### src/rtl/rom_rd_ctrl_pkg.sv
// rtl/rom_rd_ctrl_pkg.sv - shared types and constants for the ROM burst read controller
package rom_rd_ctrl_pkg;

  localparam int FIFO_DEPTH = 2;
  localparam int LEN_W      = 3;

  typedef enum logic {
    IDLE  = 1'b0,
    BURST = 1'b1
  } state_t;

  typedef struct packed {
    logic        last;
    logic        err;
    logic [63:0] data;
  } rom_rd_beat_t;

endpackage

### src/rtl/rom_rd_fifo2.sv
// rtl/rom_rd_fifo2.sv - two-entry response beat FIFO, push and pop allowed together even when full
module rom_rd_fifo2
  import rom_rd_ctrl_pkg::*;
(
  input  logic         clk,
  input  logic         rst,
  input  logic         push,
  input  rom_rd_beat_t din,
  input  logic         pop,
  output rom_rd_beat_t head,
  output logic [1:0]   count
);

  rom_rd_beat_t mem [FIFO_DEPTH];
  logic         wr_ptr;
  logic         rd_ptr;

  // When full, wr_ptr equals rd_ptr: a push alongside a pop overwrites the departing head.
  always_ff @(posedge clk or posedge rst) begin
    if (rst) begin
      mem[0] <= '0;
      mem[1] <= '0;
      wr_ptr <= 1'b0;
      rd_ptr <= 1'b0;
      count  <= 2'd0;
    end else begin
      if (push) begin
        mem[wr_ptr] <= din;
        wr_ptr      <= ~wr_ptr;
      end
      if (pop) begin
        rd_ptr <= ~rd_ptr;
      end
      count <= count + {1'b0, push} - {1'b0, pop};
    end
  end

  assign head = mem[rd_ptr];

endmodule

### src/rtl/rom_rd_ctrl.sv
// rtl/rom_rd_ctrl.sv - burst read controller in front of a one-cycle-latency 64-bit ROM
module rom_rd_ctrl
  import rom_rd_ctrl_pkg::*;
#(
  parameter int abits = 12
) (
  input  logic             i_clk,
  input  logic             i_rst,
  input  logic             i_req_valid,
  output logic             o_req_ready,
  input  logic [abits+2:0] i_req_addr,
  input  logic [LEN_W-1:0] i_req_len,
  output logic [abits-1:0] o_rom_addr,
  input  logic [63:0]      i_rom_data,
  output logic             o_resp_valid,
  input  logic             i_resp_ready,
  output logic [63:0]      o_resp_data,
  output logic             o_resp_last,
  output logic             o_resp_err
);

  state_t           state;
  state_t           state_nx;
  logic [abits-1:0] r_addr;
  logic [abits-1:0] rom_addr_q;
  logic [LEN_W-1:0] r_left;
  logic             r_err;
  logic             inflight;
  logic             infl_last;
  logic             infl_err;
  logic             issue;
  logic             credit;
  logic             pop;
  logic [1:0]       fifo_count;
  rom_rd_beat_t     beat_in;
  rom_rd_beat_t     head;

  assign pop = o_resp_valid && i_resp_ready;

  // FIFO slots plus the read in flight may never exceed the FIFO depth.
  assign credit = (({1'b0, fifo_count} + {2'b00, inflight}) < 3'(FIFO_DEPTH)) || pop;

  always_ff @(posedge i_clk or posedge i_rst) begin
    if (i_rst) begin
      state <= IDLE;
    end else begin
      state <= state_nx;
    end
  end

  always_comb begin
    state_nx    = state;
    o_req_ready = 1'b0;
    issue       = 1'b0;
    case (state)
      IDLE: begin
        o_req_ready = 1'b1;
        if (i_req_valid) begin
          state_nx = BURST;
        end
      end
      BURST: begin
        issue = credit;
        if (issue && (r_left == '0)) begin
          state_nx = IDLE;
        end
      end
      default: state_nx = IDLE;
    endcase
  end

  always_ff @(posedge i_clk or posedge i_rst) begin
    if (i_rst) begin
      r_addr     <= '0;
      r_left     <= '0;
      r_err      <= 1'b0;
      rom_addr_q <= '0;
      inflight   <= 1'b0;
      infl_last  <= 1'b0;
      infl_err   <= 1'b0;
    end else begin
      if ((state == IDLE) && i_req_valid) begin
        r_addr <= i_req_addr[abits+2:3];
        r_left <= i_req_len;
        r_err  <= |i_req_addr[2:0];
      end else if (issue && (r_left != '0)) begin
        r_addr <= r_addr + 1'b1;
        r_left <= r_left - 1'b1;
      end
      rom_addr_q <= o_rom_addr;
      inflight   <= issue;
      infl_last  <= issue && (r_left == '0);
      infl_err   <= r_err;
    end
  end

  // The address is presented combinationally in the issue cycle and held otherwise.
  assign o_rom_addr = issue ? r_addr : rom_addr_q;

  assign beat_in = '{last: infl_last, err: infl_err, data: i_rom_data};

  rom_rd_fifo2 u_fifo (
    .clk   (i_clk),
    .rst   (i_rst),
    .push  (inflight),
    .din   (beat_in),
    .pop   (pop),
    .head  (head),
    .count (fifo_count)
  );

  assign o_resp_valid = (fifo_count != 2'd0);
  assign o_resp_data  = head.data;
  assign o_resp_last  = head.last;
  assign o_resp_err   = head.err;

endmodule

### config.mk
export PLATFORM = sky130hd
export DESIGN_NAME = rom_rd_ctrl
export DESIGN_NICKNAME = d
export VERILOG_FILES = /design/src/rtl/rom_rd_ctrl_pkg.sv /design/src/rtl/rom_rd_fifo2.sv /design/src/rtl/rom_rd_ctrl.sv
export SDC_FILE = /design/constraint.sdc
export NUM_CORES = 1
export LEC_CHECK = 0
export CAP_MARGIN = 20
export CORE_MARGIN = 1.5
export CORE_UTILIZATION = 30
export CTS_CLUSTER_DIAMETER = 120
export CTS_CLUSTER_SIZE = 20
export DETAILED_ROUTE_END_ITERATION = 7
export PLACE_DENSITY = 0.58
export SYNTH_ARGS = -nofsm -noshare
export SYNTH_HDL_FRONTEND = slang
export SYNTH_SLANG_ARGS = --single-unit
### constraint.sdc
create_clock -name i_clk -period 13.1 [get_ports i_clk]
set_input_delay 2.62 -clock i_clk [delete_from_list [all_inputs] [get_ports i_clk]]
set_output_delay 2.62 -clock i_clk [all_outputs]
set_load 0.1 [all_outputs]
==> impl_results.md <==
* Outcome: completed
* DRC viols at 0
* Worst path max stage delay at 1130 ps
* RSZ-0062 raised after global routing: no
* Tmin final at 7830 ps
* Final net count at 767
* Setup_tns at 0 ps
* Core area at 0.0237 sq mm
* FF-to-FF setup slack at 10,600 ps
* Min-Delay Startpoint: r_err$_DFFE_PP0P_
* Top cell type's share of synthesized area at 57.5%
* Pin count of the biggest net entering global routing at 92
* Clock sinks at 168
* CTS root buf: clkbuf_16
* CTS tree: done
* Synthesis-stage register bit count at 168
* Gp weighted congestion at 0.809
* GR Util All Layers at 13.7%
* Post-synth net total at 605
* First-pass GRT wire length at 27.7 mm
* Tightest Pin Transition at 1050 ps
* Slew Viols, Final at 0
* Worst path arrival time at 5210 ps
* Synth async-reset ratio at 100%
* Port Buffers at 165
* Most frequent cells in the layout: 208 x mux2_2, 167 x dfrtp_1, 165 x clkdlybuf4s50_1
* Rel. slew slack at 29.9%
* Final period util at 59.8%
* CP cell instances: clkdlybuf4s50_1 > o21ai_2 > inv_2 > mux2_2 > clkdlybuf4s50_1
* Die X at 159 microns
* Mapped cell area at 0.00732 sq mm
* Critical Path Source: i_resp_ready
* CTS clk-pin slew, worst paths at 60 ps
* Final ANT Viol Nets at 0
* WHS at 398 ps
* Initial core utilization at 30.9%
* Dpl cell area at 0.00930 sq mm
* Final hold violations at 0
* Post-synthesis sequential area ratio at 57.5%
* Worst reg2reg path startpoint: inflight$_DFF_PP0_
* Area leader, netlist: dfrtp_1
* Commonest non-fill, non-tap cell in the layout: mux2_2
* Worst hold path type: reg -> reg
* DP Wirelength at 11.3 mm
* Hold_buf cts at 0
* Vert. Die Dim at 159 microns
* Vias at 4,793
* Max FO, Critical Path at 10
* Area of the die at 0.0253 sq mm
* Cell variety after synth at 39
* Worst path most repeated cell: clkdlybuf4s50_1
* Setup crit start kind: input pin
* Skew-Pair Late Insertion Delay at 410 ps
* Synth warn at 0
* Data required, critical path at 10,480 ps
* # setup viols final at 0
* Setup bufs post-CTS at 0
* # Max-Cap Violations at 0
* Post-CTS resize count at 0
* Top-level I/O count at 166
* Largest cells by area after synthesis: dfrtp_1 57%, mux2_2 32%, nand3_1 0.82%, nand2_1 0.77%, a31oi_1 0.68%
* Critical-path top delay cell: clkdlybuf4s50_1
* Routed wire per std cell at 16.8 microns
* Cells after Synth at 515
* Synth Flop Type: dfrtp_1
* TritonCTS Buffers at 17
* EDFF count, synth at 0
* Clock buffer depth at 2
* H-tree Lvls at 4
* 1st-iter DRT viols at 156
* Rows at 56
* Post-Synthesis Mean Instance Area at 14.2 sq um
* Vias per cell at 4.76
* Layout cells sized above 1 at 36.3%
* Fin area at 0.00991 sq mm
* Buf/Inv on CP at 3
* Congestion Overflow GR at 0
* Initial DRT Pass Iterations at 4
* Critical path capture point type: primary output
* Area Growth Syn to Fin at 35.5%
* Vias in the first global route at 5,272
* Clk_skew at 6.66 ps
* Critical path type: in -> out
* Initial antenna violation count at 0
* N_diodes at 0
* Drt total wl at 16.9 mm
* Crit path max-delay family: buffers and inverters
* FMAX at 128 MHz
## final timing paths
| kind | end | depth (start not counted) |
|---|---|---|
| max | o_rom_addr[5] | 5 |
| min | infl_err$_DFF_PP0_ | 0 |
| max reg2reg | u_fifo.mem[71]$_DFFE_PP0P_ | 3 |
| min reg2reg | infl_err$_DFF_PP0_ | 0 |
| max in group asynchronous | u_fifo.rd_ptr$_DFFE_PP0P_ | 4 |
| min in group asynchronous | u_fifo.mem[20]$_DFFE_PP0P_ | 2 |
## metal layers
layer | global-route usage (%) | part of all wire (%) | up-vias
li1 | - | - | 2181
met1 | 17.1 | 45 | 2459
met2 | 22.8 | 48 | 143
met3 | 4.32 | 6.2 | 10
met4 | 3.73 | 0.85 | 0
met5 | 0 | 0 | -
## synthesized netlist by cell type (2+ instances only)
cell and count:
o211ai_1 5, or3_1 2, o31ai_1 4, dfrtp_1 168
mux2_2 208, buf_1 7, or4_1 4, xnor2_1 2
nand4_1 2, a21oi_1 2, clkbuf_1 11, nor2_1 12
a31oi_1 8, buf_2 8, inv_1 8, nand3_1 12
o21ai_0 9, nor2b_1 3, nand2b_1 2, nand2_1 15
xor2_1 2, ha_1 4
## per-stage QoR
step,utilization (%),setup WS [ps],cells
finish,41.9,5270,1007
global placement,39.3,5310,975
detailed placement,39.3,5270,975
global route,41.9,5160,1007
floorplan,-,5410,515
CTS,41.7,5260,1005
## sequential cells by signal, indices dropped and copies added, names as in the netlist
| signal | flops |
|---|---|
| infl_last | 1 |
| u_fifo.mem | 132 |
| state | 1 |
| inflight | 1 |
| u_fifo.wr_ptr | 1 |
| r_err | 1 |
| r_left | 3 |
| r_addr | 12 |
| u_fifo.count | 2 |
| u_fifo.rd_ptr | 1 |
| rom_addr_q | 12 |
| infl_err | 1 |
## kinds of logic after synthesis
| family | share of synthesized area, % |
|---|---|
| mux | 32.0 |
| fa+ha+maj | 0.684 |
| flops | 57.5 |
| buf+inv | 2.00 |
| compound gates | 3.42 |
| simple gates | 3.95 |
| xor+xnor | 0.479 |
## final cells by class
| type | count | area, sq um |
|---|---|---|
| inverter | 9 | 38.8 |
| tap | 319 | 399 |
| clock inverter | 11 | 125 |
| sequential | 168 | 4210 |
| multi-input combinational | 311 | 2980 |
| clock buffer | 19 | 453 |
| fill | 2222 | 13800 |
| timing repair buffer | 170 | 1710 |
Power is left out: the tool's default activity adds up to more than one toggle a clock period on the data nets, which glitch-free logic cannot reach.
